===== src/rtl/ber_pkg.sv =====
// Shared definitions for the BER error counter slice.
//   ber_state_t : window FSM state (IDLE, RUN, FLUSH, DONE)
//   popcnt_w()  : width needed to hold a popcount of a w-bit word
//   DEF_*       : default widths and reset values used by the counter
package ber_pkg;

  typedef enum logic [1:0] {
    IDLE  = 2'd0,
    RUN   = 2'd1,
    FLUSH = 2'd2,
    DONE  = 2'd3
  } ber_state_t;

  localparam int unsigned DEF_DATA_W = 8;
  localparam int unsigned DEF_WIN_W  = 16;
  localparam int unsigned DEF_CNT_W  = 24;

  localparam ber_state_t RESET_STATE = IDLE;

  // Bits needed to represent the values 0..w inclusive.
  function automatic int unsigned popcnt_w(input int unsigned w);
    return $clog2(w + 1);
  endfunction

endpackage


===== src/rtl/ber_popcount.sv =====
// Combinational population count of a DATA_W-bit word.
//   din   : word to count
//   count : number of set bits in din
// Implemented as a balanced adder tree over a power-of-two number of
// leaves; leaves beyond DATA_W are tied to zero.
module ber_popcount
  import ber_pkg::*;
#(
  parameter int unsigned DATA_W = DEF_DATA_W
) (
  input  logic [DATA_W-1:0]           din,
  output logic [popcnt_w(DATA_W)-1:0] count
);

  localparam int unsigned OUT_W = popcnt_w(DATA_W);
  localparam int unsigned LVLS  = (DATA_W > 1) ? $clog2(DATA_W) : 0;
  localparam int unsigned N     = 1 << LVLS;
  localparam int unsigned NODES = 2 * N - 1;

  // Heap-ordered tree: node k has children 2k+1 and 2k+2, leaves start at N-1.
  // Every partial sum is bounded by DATA_W, so OUT_W bits suffice at all levels.
  logic [OUT_W-1:0] node [NODES];

  always_comb begin
    for (int unsigned k = 0; k < NODES; k++) begin
      node[k] = '0;
    end
    for (int unsigned i = 0; i < DATA_W; i++) begin
      node[N - 1 + i] = OUT_W'(din[i]);
    end
    for (int unsigned k = N - 1; k > 0; k--) begin
      node[k - 1] = node[2 * k - 1] + node[2 * k];
    end
  end

  assign count = node[0];

endmodule


===== src/rtl/ber_error_counter.sv =====
// Windowed bit-error counter for the BER tester receive path.
// Each accepted word is compared (A ^ B) and its error popcount is
// accumulated over a programmable window of win_len words.
//   clk, rst  : clock, synchronous active-high reset
//   start     : open a window of win_len words (accepted in IDLE only)
//   abort     : close the window early, no done pulse
//   win_len   : words per window, latched on accepted start
//   valid,A,B : compared word pair (A expected, B received)
//   error     : registered A^B of last accepted word
//   err_bits  : registered popcount of error
//   busy      : window open or pipeline flushing
//   done      : one-cycle pulse when final results are valid
//   bit_errs  : accumulated bit errors (saturating)
//   words     : words compared in the window
//   sat       : sticky, bit_errs saturated this window
// Pipeline: stage 1 registers error/err_bits/words, stage 2 adds err_bits
// into bit_errs one cycle later.
module ber_error_counter
  import ber_pkg::*;
#(
  parameter int unsigned DATA_W = DEF_DATA_W,
  parameter int unsigned WIN_W  = DEF_WIN_W,
  parameter int unsigned CNT_W  = DEF_CNT_W
) (
  input  logic                        clk,
  input  logic                        rst,
  input  logic                        start,
  input  logic                        abort,
  input  logic [WIN_W-1:0]            win_len,
  input  logic                        valid,
  input  logic [DATA_W-1:0]           A,
  input  logic [DATA_W-1:0]           B,
  output logic [DATA_W-1:0]           error,
  output logic [popcnt_w(DATA_W)-1:0] err_bits,
  output logic                        busy,
  output logic                        done,
  output logic [CNT_W-1:0]            bit_errs,
  output logic [WIN_W-1:0]            words,
  output logic                        sat
);

  localparam int unsigned PC_W  = popcnt_w(DATA_W);
  localparam int unsigned SUM_W = CNT_W + 1;

  ber_state_t       state_q, state_d;
  logic [WIN_W-1:0] win_len_q;
  logic [WIN_W-1:0] last_idx;
  logic [PC_W-1:0]  pc;
  logic [SUM_W-1:0] acc_sum;
  logic             add_pend;
  logic             accept_start;
  logic             take_word;
  logic             last_word;

  ber_popcount #(
    .DATA_W (DATA_W)
  ) u_popcount (
    .din   (A ^ B),
    .count (pc)
  );

  // win_len_q is never zero in RUN, so last_idx cannot underflow there.
  assign last_idx     = win_len_q - WIN_W'(1);
  assign accept_start = (state_q == IDLE) && start && (win_len != '0);
  // abort beats a coincident valid word.
  assign take_word    = (state_q == RUN) && valid && !abort;
  assign last_word    = take_word && (words == last_idx);

  // One extra bit catches overflow for saturation.
  assign acc_sum      = {1'b0, bit_errs} + SUM_W'(err_bits);

  // Next-state and state-decoded outputs.
  always_comb begin
    state_d = state_q;
    busy    = 1'b0;
    done    = 1'b0;
    unique case (state_q)
      IDLE: begin
        if (accept_start) state_d = RUN;
      end
      RUN: begin
        busy = 1'b1;
        if (abort)          state_d = IDLE;
        else if (last_word) state_d = FLUSH;
      end
      FLUSH: begin
        busy    = 1'b1;
        state_d = DONE;
      end
      DONE: begin
        done    = 1'b1;
        state_d = IDLE;
      end
      default: state_d = IDLE;
    endcase
  end

  always_ff @(posedge clk) begin
    if (rst) begin
      state_q <= RESET_STATE;
    end else begin
      state_q <= state_d;
    end
  end

  // Window length is captured only on an accepted start.
  always_ff @(posedge clk) begin
    if (rst) begin
      win_len_q <= '0;
    end else if (accept_start) begin
      win_len_q <= win_len;
    end
  end

  // Stage 1: compare, popcount, word count.
  always_ff @(posedge clk) begin
    if (rst) begin
      error    <= '0;
      err_bits <= '0;
      words    <= '0;
      add_pend <= 1'b0;
    end else if (accept_start) begin
      error    <= '0;
      err_bits <= '0;
      words    <= '0;
      add_pend <= 1'b0;
    end else begin
      add_pend <= take_word;
      if (take_word) begin
        error    <= A ^ B;
        err_bits <= pc;
        words    <= words + WIN_W'(1);
      end
    end
  end

  // Stage 2: saturating accumulation. add_pend keeps the last word of an
  // aborted or finished window flowing through after the FSM has moved on.
  always_ff @(posedge clk) begin
    if (rst) begin
      bit_errs <= '0;
      sat      <= 1'b0;
    end else if (accept_start) begin
      bit_errs <= '0;
      sat      <= 1'b0;
    end else if (add_pend) begin
      if (acc_sum[CNT_W]) begin
        bit_errs <= '1;
        sat      <= 1'b1;
      end else begin
        bit_errs <= acc_sum[CNT_W-1:0];
      end
    end
  end

endmodule


===== config.mk =====
export PLATFORM = sky130hd
export DESIGN_NAME = ber_error_counter
export DESIGN_NICKNAME = d
export VERILOG_FILES = /design/src/rtl/ber_pkg.sv /design/src/rtl/ber_popcount.sv /design/src/rtl/ber_error_counter.sv
export SDC_FILE = /design/constraint.sdc
export NUM_CORES = 1
export LEC_CHECK = 0
export ABC_AREA = 1
export CORE_MARGIN = 2
export CORE_UTILIZATION = 40
export CTS_CLUSTER_SIZE = 40
export DETAILED_ROUTE_END_ITERATION = 10
export GPL_ROUTABILITY_DRIVEN = 0
export GPL_TIMING_DRIVEN = 0
export HOLD_SLACK_MARGIN = 0.15
export PLACE_DENSITY = 0.73
export SLEW_MARGIN = 15
export SYNTH_ARGS = -nofsm -noshare
export SYNTH_HDL_FRONTEND = slang
export SYNTH_SLANG_ARGS = --single-unit

===== constraint.sdc =====
create_clock -name clk -period 3.2 [get_ports clk]
set_input_delay 0.64 -clock clk [delete_from_list [all_inputs] [get_ports clk]]
set_output_delay 0.64 -clock clk [all_outputs]
set_load 0.01 [all_outputs]

# Word level (Yosys, flattened, before mapping)
# Cells that the tools add are included.
[totals] ff_bits=72 latchBits=0 ram_bits=0 mem_bits_ro=0 inputBits=37 out_inout_bits=55 wordCells=44 memories=0
[classes] addsub=10 n_mul=0 div_mod_pow=0 magnitude_cmp=0 n_eq_ne=6 shifts=0 n_mux=7 n_bitwise=1 n_reduce_logical=12
[ops] cell="24-bit by 4-bit adder with 25-bit output" count=1
[ops] cell="24-bit 2-to-1 mux" count=1
[ops] cell="16-bit by 1-bit adder with 16-bit output, second input constant" count=1
[ops] cell="16-bit == test" count=1
[ops] cell="16-bit nonzero test" count=1
[ops] cell="16-bit by 1-bit subtractor with 16-bit output, second input constant" count=1
[ops] cell="4-bit adder" count=3
[ops] cell="1-bit by 1-bit adder with 2-bit output" count=4
[ops] cell="2-bit case mux with 4 select lines" count=1
[ops] cell="8-bit bitwise XOR" count=1
[ops] cell="2-bit 2-to-1 mux" count=3
[ops] cell="1-bit logical AND" count=5
[ops] cell="2-bit == test, second input constant" count=2
[ops] cell="2-bit AND reduction" count=2
[ops] cell="2-bit OR reduction" count=2
[ops] cell="3-bit inequality test, second input constant" count=1
[ops] cell="2-bit by 1-bit == test with 1-bit output, second input constant" count=1
[ops] cell="2-bit logical NOT" count=1
[ops] cell="1-bit 2-to-1 mux" count=2
[ops] cell="2-bit inequality test, second input constant" count=1
[ops] cell="1-bit logical NOT" count=1

# Longest topological paths before layout
[depth] word_depth=7 mapped_depth=16 mapped_depth_nobuf=16

# Modules after synthesis
# A second synthesis with hierarchy kept.
[unflattened] cells_unflattened=665 area_unflattened_um2=4511.8
[by_module_without_submodules] module="ber_error_counter" instances=1 cells_each=636 area_each_um2=4310.4 seq_area_each_um2=1441.4
[by_module_without_submodules] module="ber_popcount" instances=1 cells_each=29 area_each_um2=201.4 seq_area_each_um2=0.0

# Worst setup path before layout
# Ideal clock, no wire load.
[synth_path] path_kind="input to register" from="input port B[6]" to="register err_bits[2]" setup_ns=0.070 arrival_time_ns=2.861 required_time_ns=3.130 path_slack_ns=0.268 cell_stages=8 n_path_buf=0 cell_sequence="xor2_1 ha_1 fa_1 fa_1 ha_1 fa_1 nand2_1 a21oi_1"
[synth_via] elab_chain_len=4
[synth_lines] element="start: declaration" line_no="ber_error_counter.sv:32" rtl="input logic [DATA_W-1:0] B,"
[synth_lines] element="8-bit bitwise XOR" line_no="ber_error_counter.sv:58" rtl=".din (A ^ B),"
[synth_lines] element="1-bit by 1-bit adder with 2-bit output" line_no="ber_popcount.sv:32" rtl="node[k - 1] = node[2 * k - 1] + node[2 * k];"
[synth_lines] element="4-bit adder (2 in series)" line_no="ber_popcount.sv:32"
[synth_lines] element="net pc[2]" line_no="ber_error_counter.sv:48" rtl="logic [PC_W-1:0] pc;"
[synth_lines] element="end signal: assignment" line_no="ber_error_counter.sv:131" rtl="err_bits <= pc;"
[synth_lines] element="end: declaration" line_no="ber_error_counter.sv:34" rtl="output logic [popcnt_w(DATA_W)-1:0] err_bits,"
# The timed path passes the listed nets, and every way through them passes these cells.
# A chain may end at the register's enable or synchronous reset.

# Worst setup path after layout
[layout_path] from="input port B[7]" to="register err_bits[2]"
[layout_via] elab_chain_len=4
[layout_lines] element="8-bit bitwise XOR" line_no="ber_error_counter.sv:58"
[layout_lines] element="net u_popcount.din[7]" line_no="ber_popcount.sv:11" rtl="input logic [DATA_W-1:0] din,"
[layout_lines] element="1-bit by 1-bit adder with 2-bit output" line_no="ber_popcount.sv:32"
[layout_lines] element="4-bit adder (2 in series)" line_no="ber_popcount.sv:32"
[layout_lines] element="net pc[2]" line_no="ber_error_counter.sv:48"
# The timed path passes the listed nets, and every way through them passes these cells.

==> flow_summary.ini <==
[sta]
finalCritPeriodShare_pct = 97.9
skew_ns = 0.00979
worst_slack_ns = 0.0668
timing.final.crit_period_ns = 3.13
drv_slew = 0
finalHoldViolCount = 0
worst-slew-pin-transition_ns = 0.559
grt_setup_unrepaired = false
setup-tns-final_ns = 0
relSlewSlack_pct = 62.7
setup_viol_count_final = 0
fmax_mhz = 319

[cts]
cts_htree_levels = 3
post-cts-setup-buffers = 0
cts.sinks = 72
cts_buffers = 9
clk_transition_reported_paths_ns = 0.08
clock_latency_ns = 0.35
cts_root_buffer = clkbuf_8
cts_tree = done
clk_path_buf_depth = 2
cts_hold_buf = 0

[floorplanning]
die_x_um = 106
start_util_pct = 41.0
pin_count = 92
coreArea_um2 = 10200
die_area_um2 = 11300
fp-row-count = 37
dieHeight_um = 106

[critical_path]
cp.depth = 9
path_cells = clkdlybuf4s50_1, xor2_2, ha_1, fa_2, fa_1, ha_1, fa_1, nand2_1, a21oi_1
crit_path_end_kind = flop
path_max_fanout = 2
max_stage_delay_ns = 0.50
worst_ep_arrival_time_ns = 3.42
crit_required_ns = 3.48
setup.worst_path.class = input pin to flop
critPathBufInv = 1
slowest_stage = clkdlybuf4s50_1
start_kind = input pin
r2r_cells = 14
cp_top_family = adder cells

[final_layout]
fin_cells = 834
layout.nets = 752
syn_to_final_growth_pct = 32.1
drive_gt1_share_pct = 6.02
nFillCells = 994
final_util_pct = 54.1
n_antenna_cell = 0

[power]
ir_worst_vdd_uv = 304
power.density_nw_per_um2 = 538
p_total_mw = 2.98
p_leak_nw = 2.20

[global_route]
grt_pass1_vias = 4198
grt_pass1_wl_um = 18800
gr-total-overflow = 0
grt_usage_pct = 20.4
grt_max_degree = 13
antenna_found_initial = 0

[yosys]
synth.area.mux_share_pct = 0
synth_area_leaders = dfxtp_1, nand2_1, inv_1
postSynthAreaPerCell_um2 = 7.09
syn_area_um2 = 4190
synth_warnings = 0
yosysTopAreaCell = dfxtp_1
synthAdderAreaFrac_pct = 7.46
synth_compound_area_share_pct = 12.4
mappedNetlistNets = 650
synth_top_family_by_area = simple AND/OR/NAND/NOR gates
ys_ff_latch = 72
synth_xor_area_share_pct = 7.52
syn_inst = 591
netlist.area_leader.share_pct = 34.4
synth-simple-area-share_pct = 30.7
ys_types = 38
seq_area_frac_synth_pct = 34.4

[drt]
drcViolationCount = 0
avgRoutedWirePerCell_um = 13.1
first_pass_iters = 5
dr.first_iter.drc_count = 157
via_count = 4251
via_per_inst = 5.10
final_antenna_net_count = 0
wl_um = 10900

[worst_hold_path]
hold_class = flop to flop
whs_path_depth = 2

[place]
io_buffers = 91
dp_hpwl_um = 8460
dp_cells = 818
place_ws_ns = -0.425

[run]
drv_cap = 0

[status]
outcome = completed
==> stage by stage <==
stage / cell area [um2] / hold WS [ns]
CTS: 5530 / 0.466
floorplan: 4190 / 0.453
global placement: 5270 / 0.450
global route: 5540 / 0.488
detailed placement: 5270 / 0.455
finish: 5540 / 0.463
==> cell usage after synthesis <==
library cell and count:
o211ai_1 1, o21ai_1 1, a21oi_2 1, buf_1 2, dfxtp_1 72, nor2_4 3, nor4_1 8, nand2_2 3
or2_2 1, nor2_2 4, nor3_4 1, fa_1 5, inv_4 1, xnor2_1 7, nand2_4 1, nand3_2 2
nor3b_1 1, xor2_1 29, nand2_1 130, a31oi_1 8, nor2_1 65, o221ai_1 3, ha_1 17, buf_2 2
nand3b_1 5, nand4_2 2, or2_0 1, clkbuf_1 8, a31oi_2 1, o21ai_0 31, nand4_1 11, nor3_1 12
nor3_2 1, inv_2 1, inv_1 68, a21oi_1 48, nand3_1 32, o21a_1 2
==> flip-flops by register name, summed over array words and instances (netlist names), named ones only <==
name       count
sat            1
bit_errs      24
words         16
state_q        1
win_len_q     16
err_bits       4
add_pend       1
error          8
==> placed cells by master, fill, tap and decap left out, types with 9 or more instances in the layout <==
master and instances:
a21oi_1 48, clkbuf_1 9, clkbuf_8 10, clkdlybuf4s50_1 90, dfxtp_1 72, ha_1 17, inv_1 68, nand2_1 130
nand3_1 32, nand4_1 11, nor2_1 65, nor3_1 12, o21ai_0 31, xor2_1 27
==> worst min-delay path, cell delays in order (launching register included) <==
cell	delay, ns
dfxtp_1	0.31
nand2_1	0.06
a21oi_1	0.05
==> repair_timing <==
| item | in CTS | in global routing |
|---|---|---|
| pin swaps | 2 | 3 |
| gates resized for setup | 1 | 3 |
| setup endpoints to repair | 1 | 1 |
| gates cloned | 0 | 0 |
==> per-layer routing <==
| layer | GRT usage (%) | vias to the layer above | share of wire (%) |
|---|---|---|---|
| met5 | 0 | - | 0 |
| met3 | 3.92 | 20 | 5.2 |
| met1 | 26.1 | 1965 | 45 |
| met4 | 6.58 | 0 | 1.7 |
| met2 | 34.5 | 127 | 48 |
| li1 | - | 2139 | - |
==> report_power, final <==
| part | leakage [nW] | switching (mW) | internal [mW] |
|---|---|---|---|
| Clock | 0.124 | 0.351 | 0.540 |
| Sequential | 0.584 | 0.0844 | 0.975 |
| Combinational | 1.50 | 0.629 | 0.401 |
==> worst paths after layout <==
kind	startpoint	to	slack [ns]
max	B[7]	err_bits[2]	0.07
min	error[6]	error[6]	0.46
max reg2reg	err_bits[0]	bit_errs[18]	0.75
min reg2reg	error[6]	error[6]	0.46
==> layout make-up <==
| type | count | area [um2] | area share, % |
|---|---|---|---|
| clock inverter | 5 | 104 | 1.88 |
| buffer | 12 | 47.5 | 0.859 |
| tap | 136 | 170 | 3.07 |
| sequential | 72 | 1440 | 26.0 |
| clock buffer | 11 | 141 | 2.55 |
| multi-input combinational | 437 | 2450 | 44.3 |
| inverter | 70 | 265 | 4.79 |
| timing repair buffer | 91 | 913 | 16.5 |
==> cells by family after synthesis <==
family	Yosys count
XOR/XNOR	36
flip-flops	72
AND/OR/NAND/NOR	283
buffers and inverters	82
AO/OA/AOI/OAI	96
adder cells (fa/ha/maj)	22
(Power assumes the default switching activity.)
